<file path="src/rtl/vec_pkg.sv">
// Shared types and constants for the packed-vector lane sequencer.
// The lane saturation option (VEC_SAT_EN) lives only in vec_lane_fix.
package vec_pkg;

  localparam int DEF_DATA_W = 32;
  localparam int DEF_LANE_W = 8;

  localparam logic [2:0] ALU_ADD = 3'b000;
  localparam logic [2:0] ALU_SUB = 3'b001;

  typedef enum logic [1:0] {
    IDLE = 2'd0,
    RUN  = 2'd1,
    DONE = 2'd2
  } state_t;

endpackage

</file>
<file path="src/rtl/vec_lane_fix.sv">
// Turns one lane's {carry/borrow, value} from the shared ALU into the final lane value.
// VEC_SAT_EN defined: unsigned saturation per lane; undefined: wrap modulo 2^LANE_W.
module vec_lane_fix #(
  parameter int LANE_W = 8
) (
  input  logic [LANE_W:0]   sum,
  input  logic              op_sub,
  output logic [LANE_W-1:0] lane_out
);

`ifdef VEC_SAT_EN
  // The top bit is carry for add and borrow for sub; clamp toward the overflowed side.
  always_comb begin
    lane_out = sum[LANE_W-1:0];
    if (sum[LANE_W]) begin
      lane_out = op_sub ? '0 : '1;
    end
  end
`else
  logic unused_fix;

  assign unused_fix = ^{sum[LANE_W], op_sub};
  assign lane_out   = sum[LANE_W-1:0];
`endif

endmodule

</file>
<file path="src/rtl/vec_lane_sequencer.sv">
// Multicycle packed-vector add/sub controller: stalls fetch, streams one lane per cycle
// through the shared ALU and issues a single register write. Option: VEC_SAT_EN (in vec_lane_fix).
module vec_lane_sequencer
  import vec_pkg::*;
#(
  parameter int DATA_W = DEF_DATA_W,
  parameter int LANE_W = DEF_LANE_W
) (
  input  logic              clk,
  input  logic              reset,
  input  logic              start,
  input  logic              op_sub,
  input  logic [DATA_W-1:0] srca,
  input  logic [DATA_W-1:0] srcb,
  output logic              alu_sel,
  output logic [DATA_W-1:0] alu_a,
  output logic [DATA_W-1:0] alu_b,
  output logic [2:0]        alu_ctrl,
  input  logic [DATA_W-1:0] alu_result,
  output logic              stall,
  output logic              busy,
  output logic [DATA_W-1:0] result,
  output logic              result_valid,
  output logic              reg_we
);

  localparam int LANES = DATA_W / LANE_W;
  localparam int CNT_W = (LANES > 1) ? $clog2(LANES) : 1;
  localparam logic [CNT_W-1:0] LAST_LANE = CNT_W'(LANES - 1);

  generate
    if (DATA_W % LANE_W != 0) begin : g_bad_width
      $error("vec_lane_sequencer: DATA_W must be a multiple of LANE_W");
    end
  endgenerate

  state_t             state;
  logic [CNT_W-1:0]   lane;
  logic [DATA_W-1:0]  a_q;
  logic [DATA_W-1:0]  b_q;
  logic [DATA_W-1:0]  res_q;
  logic               sub_q;
  logic               valid_q;
  logic [LANE_W-1:0]  lane_a;
  logic [LANE_W-1:0]  lane_b;
  logic [LANE_W-1:0]  lane_fix;
  logic               in_run;
  logic               unused_alu;

  assign lane_a     = a_q[int'(lane)*LANE_W +: LANE_W];
  assign lane_b     = b_q[int'(lane)*LANE_W +: LANE_W];
  assign unused_alu = ^alu_result;

  vec_lane_fix #(
    .LANE_W (LANE_W)
  ) u_fix (
    .sum      (alu_result[LANE_W:0]),
    .op_sub   (sub_q),
    .lane_out (lane_fix)
  );

  // Operands are captured only on an accepted start, so later starts cannot disturb a running op.
  always_ff @(posedge clk) begin
    if (reset) begin
      state   <= IDLE;
      lane    <= '0;
      a_q     <= '0;
      b_q     <= '0;
      res_q   <= '0;
      sub_q   <= 1'b0;
      valid_q <= 1'b0;
    end else begin
      case (state)
        IDLE: begin
          valid_q <= 1'b0;
          if (start) begin
            a_q   <= srca;
            b_q   <= srcb;
            sub_q <= op_sub;
            lane  <= '0;
            state <= RUN;
          end
        end
        RUN: begin
          res_q[int'(lane)*LANE_W +: LANE_W] <= lane_fix;
          if (lane == LAST_LANE) begin
            valid_q <= 1'b1;
            state   <= DONE;
          end else begin
            lane <= lane + 1'b1;
          end
        end
        DONE: begin
          valid_q <= 1'b0;
          state   <= IDLE;
        end
        default: begin
          valid_q <= 1'b0;
          state   <= IDLE;
        end
      endcase
    end
  end

  // Zero-extending each lane keeps carries and borrows from leaking between lanes.
  assign in_run       = (state == RUN);
  assign alu_sel      = in_run;
  assign alu_a        = in_run ? DATA_W'(lane_a) : '0;
  assign alu_b        = in_run ? DATA_W'(lane_b) : '0;
  assign alu_ctrl     = (in_run && sub_q) ? ALU_SUB : ALU_ADD;
  assign stall        = ((state == IDLE) && start) || in_run;
  assign busy         = (state != IDLE);
  assign result       = res_q;
  assign result_valid = valid_q;
  assign reg_we       = valid_q;

endmodule

</file>
<file path="config.mk">
export PLATFORM = sky130hd
export DESIGN_NAME = vec_lane_sequencer
export DESIGN_NICKNAME = d
export VERILOG_FILES = /design/src/rtl/vec_pkg.sv /design/src/rtl/vec_lane_fix.sv /design/src/rtl/vec_lane_sequencer.sv
export SDC_FILE = /design/constraint.sdc
export NUM_CORES = 1
export LEC_CHECK = 0
export BUFFER_PORTS_ARGS = -buffer_cell sky130_fd_sc_hd__buf_4
export CORE_ASPECT_RATIO = 0.5
export CORE_MARGIN = 3
export CORE_UTILIZATION = 41
export DETAILED_ROUTE_END_ITERATION = 10
export HOLD_SLACK_MARGIN = 0.12
export PLACE_DENSITY = 0.75
export SYNTH_ARGS = -nofsm -noshare
export SYNTH_HDL_FRONTEND = slang
export SYNTH_SLANG_ARGS = --single-unit
</file>
<file path="constraint.sdc">
create_clock -name clk -period 1.86 [get_ports clk]
set_input_delay 0.093 -clock clk [delete_from_list [all_inputs] [get_ports clk]]
set_output_delay 0.093 -clock clk [all_outputs]
set_load 0.02 [all_outputs]
</file>
* After elaboration in Yosys (flattened, before gate mapping)
Cells that the tools add are included.
Storage, ports and cells: word-level logic and storage cells 39, output and inout port bits 104, bits in registers 102, input bits 100
Operators by class: multiplexer cells 10, reduce and logical (&&, ||, !) cells 10, shifts and indexed selects 4, eq/ne operators 5, add/subtract/negate cells 2, bitwise logic cells 1
Operator list (count):
- $shiftx A32 B6 Y8 | 2
- $neg A5 Y33 | 1
- $shift A8 B33 Y32 const A | 1
- $shiftx A8 B33 Y32 | 1
- $bwmux W32 | 1
- $mux W8 | 2
- $mux W2 | 4
- $pmux W2 S2 | 2
- $ne A2 B2 Y1 const B | 2
- $reduce_and A2 Y1 | 2
- $reduce_bool A2 Y1 | 2
- $reduce_and A3 Y1 | 1
- $add A2 B1 Y2 const B | 1
- $eq A2 B1 Y1 const B | 1
- $eq A2 B2 Y1 const B | 1
- $logic_and A1 B1 Y1 | 2
- $logic_not A2 Y1 | 1
- $ne A2 B1 Y1 const B | 1
- $reduce_or A2 Y1 | 1
- $logic_or A1 B1 Y1 | 1
- $mux W1 | 1
- $not A1 Y1 | 1

* Depth between registers and ports, before layout
depth in word-level cells 3, gate-level depth with buffers 8

* By module
From an unflattened synthesis, not the netlist that was laid out.
Unflattened totals: cell total of the unflattened synthesis 515, area, all modules 4664.5 um^2
Modules (own cells, without submodules):
- vec_lane_sequencer | cells each 507, instances 1, area an instance 4604.4 um^2, seq. area each 2042.0 um^2
- vec_lane_fix | cells each 8, instances 1, area an instance 60.1 um^2, seq. area each 0.0 um^2

* Worst setup path before layout
Ideal clock, no wire load.
path type register -> register, start point reg lane[1], end point reg res_q[16], in the netlist result[16], stages on the path, launching flop included 9, setup slack -89 ps, setup time 117 ps, path buffers 3, data required time 1743 ps, arrival 1833 ps, period minus slack after synthesis 1949 ps, cells stage by stage dfxtp_1 buf_2 buf_2 inv_1 ha_1 nor4bb_1 and3_1 buf_6 a22o_1
On the way: word-level cells in the longest chain between the ends 3
RTL lines:
- start, declared | RTL line vec_lane_sequencer.sv:38 | logic [CNT_W-1:0] lane;
- start signal, assigned | RTL line vec_lane_sequencer.sv:90 | lane <= lane + 1'b1;
- $neg A5 Y33 (*) | RTL line vec_lane_sequencer.sv:85 | res_q[int'(lane)*LANE_W +: LANE_W] <= lane_fix;
- $shiftx A8 B33 Y32 / $shift A8 B33 Y32 (equally long branches) | RTL line vec_lane_sequencer.sv:85
- $bwmux W32 (*) | RTL line vec_lane_sequencer.sv:85
- end signal, assigned by index | RTL line vec_lane_sequencer.sv:85
- end, declared | RTL line vec_lane_sequencer.sv:41 | logic [DATA_W-1:0] res_q;
Mark *: on every way between the ends. The rest lies on a longest branch, timed or not. A chain may end at the register's enable or synchronous reset.

* Worst setup path after layout
start point reg lane[0], end point out alu_b[2]
On the way: word-level cells in the longest chain between the ends 2
RTL lines:
- $shiftx A32 B6 Y8 | RTL line vec_lane_sequencer.sv:51 | assign lane_b = b_q[int'(lane)*LANE_W +: LANE_W];
- $mux W8 | RTL line vec_lane_sequencer.sv:109 | assign alu_b = in_run ? DATA_W'(lane_b) : '0;
- end, declared | RTL line vec_lane_sequencer.sv:17 | output logic [DATA_W-1:0] alu_b,
No other way between the ends.

==> out/summary.txt <==
outcome: completed
Hold Crit Class: in -> reg
final net count: 806
fin crit share: 97.3%
placed cell count: 753
depth of the most critical reg-to-reg path: 5
Core Area: 10500 um^2
Synth Area in Simple Gates: 18.2%
switching pwr: 1400 uW
data required time at the worst endpoint: 1770 ps
Clock Path Buffers: 2
DR iter-0 viols: 184
crit path kind: reg -> out
DRT Wirelength: 12300 um
area grow syn2layout: 43.7%
xor/xnor cell area share of the yosys netlist: 0%
ANT cells: 0
flip-flop and latch area: 2050 um^2
number of vias per cell: 4.90
Total GRT Usage: 19.5%
Total Die Area: 12500 um^2
Worst path max stage delay: 490 ps
max-cap violations: 0
GP Congestion: 0.769
# fillers: 865
synth top area cells: dfxtp_1, nand2_1, buf_4
Clock Skew: 9.35 ps
compound-cell area share of the yosys netlist: 14.0%
Worst path most repeated cell: buf_4
htree depth: 3
largest net degree at the start of global routing: 38
clk root buf: clkbuf_16
Die W: 155 um
Worst setup SP type: register
Final Hold Fails: 0
Worst-path clk slew: 70 ps
setup_tns: 0 ps
fin cells: 845
crit path DAT: 1720 ps
CP Max Fanout: 7
CTS Buf Count: 9
final setup vio count: 0
CP Cell Sequence: buf_4, mux4_2, and2_1, buf_4
sequential area share after synthesis: 44.7%
Cells after Synth: 509
Remaining Overflow, GRT: 0
first-pass GRT wire length: 19400 um
Critical Path End Type: primary output
post-synthesis area per instance: 8.96 um^2
main combinational cell family by area after synthesis: simple AND/OR/NAND/NOR gates
Pint: 3640 uW
Tmin final: 1810 ps
clk_lat worst skew: 340 ps
commonest non-fill, non-tap cell in the layout: nand2_1
Post-DP HPWL: 7840 um
RSZ-0062 raised after global routing: true
Synth Area in Adders: 1.65%
row count: 26
Synthesis Warnings: 0
total design power: 5040 uW
pwr dens: 769 nW/um^2
boundary pin count: 204
Unique masters post-synth: 36
Peak Freq: 553 MHz
worst hold slack: 190 ps
Post-Syn Area: 4560 um^2
# clock sinks: 102
Initial Utilization: 43.4%
initial antenna violation count: 0
most frequent cells in the layout: nand2_1, buf_4, dfxtp_1
DR vias: 4137
Die H: 80.6 um
Comb pwr share: 18.3%
post-synth top area share: 44.7%
clock power share: 35.3%
DR pass1 iterations: 4
mux cell area share after synthesis: 7.90%
cell taking the most area after synthesis: dfxtp_1
CP max-delay cell: mux4_2
Final ANT Viol Nets: 0
switching share of power: 27.7%
share of power burned in registers: 46.4%
wire per inst: 14.5 um
CTS tree: done
Pins Over Slew Limit: 0
Peak VDD IR: 0.000521 V
ratio of cells with drive above 1 in the final layout: 27.8%
vias in the first global route: 3985
final routed DRC violation total: 0
area of the multi-input gates: 2130 um^2
Min-Delay Path Depth: 2
leakage: 0.00281 uW
# port buffers: 129
#FFs+latches synth: 102
==> critical path, delay by kind of cell (launching register included) <==
family	cells	cell delay (ps)
buffers and inverters	2	320
flip-flops	1	400
multiplexers	1	490
AND/OR/NAND/NOR	1	170
==> stage by stage <==
step	worst slack, ps	utilization, %	area, um^2
after floorplan	2.65	-	4750
after detailed placement	59.9	51.7	5440
after CTS	2.85	61.7	6480
after global routing	-15.3	62.4	6560
final	50.7	62.4	6560
after global placement	146	51.7	5440
==> power groups by stage <==
| stage | Clock [uW] | Combinational [uW] | Sequential [uW] |
|---|---|---|---|
| finish | 1780 | 920 | 2340 |
| global route | 1910 | 1010 | 2350 |
| CTS | 1820 | 900 | 2340 |
| detailed placement | 0 | 765 | 2390 |
| global placement | 0 | 753 | 2380 |
| floorplan | 0 | 564 | 2390 |
==> area by class of cell <==
cell class / instances / share of cell area [%]
clock inverters: 7 / 0.859
multi-input cells: 364 / 32.5
well taps: 140 / 2.67
clock buffers: 9 / 3.44
flip-flops and latches: 102 / 31.2
repair buffers: 216 / 28.9
inverters: 7 / 0.439
==> layer usage <==
layer,global-route usage [%],vias to the layer above,wire (um)
met5,0,-,0
met4,7.25,0,221
met3,4.95,22,800
met2,34.8,161,6280
met1,22.9,1958,4990
li1,-,1996,-
==> synthesized netlist by cell type <==
master,n
nand3_1,9
nand2_1,140
and3b_1,1
nor3b_1,1
o21ai_0,2
nor3b_2,2
and3_1,1
or3b_1,1
mux4_2,16
nor4bb_1,1
conb_1,1
buf_4,52
o31ai_1,1
and2_1,17
a2111o_1,1
a21oi_1,77
buf_6,6
or2_2,1
a22o_1,22
nand3b_1,1
dfxtp_1,102
o211ai_1,1
nand4b_1,1
a21oi_2,3
or3_1,1
and4_1,1
inv_4,1
clkbuf_1,10
ha_1,6
nand4_1,1
nand2b_1,1
buf_2,17
nor4_4,1
inv_1,6
nor2_1,2
nor3_1,2
==> timing repair <==
action | CTS | global route
pin swaps | 0 | 1
endpoints found under the setup margin | 15 | 26
gates cloned | 1 | 0
endpoints found under the hold margin | 97 | 0
gates resized for setup | 4 | 20
hold buffers | 73 | 0
setup buffers | 0 | 2
==> final timing paths <==
path / start / endpoint / slack [ps]
worst max register to register: lane[0] / result[30] / 90
worst max-delay path: lane[0] / alu_b[2] / 50
worst min-delay path: reset / result[4] / 190
worst min register to register: sub_q / sub_q / 450
==> flip-flops by register name, summed over array words and instances, names as in the netlist <==
register  cells
result       32
reg_we        1
lane          2
a_q          32
state         2
b_q          32
sub_q         1
==> logic make-up after synthesis <==
| family | after synthesis |
|---|---|
| AOI/OAI and AO/OA | 107 |
| adders and majority gates | 6 |
| buffers and inverters | 92 |
| DFF | 102 |
| muxes | 16 |
| other | 1 |
| and+or+nand+nor | 185 |
Power figures use the tool's default switching activity.
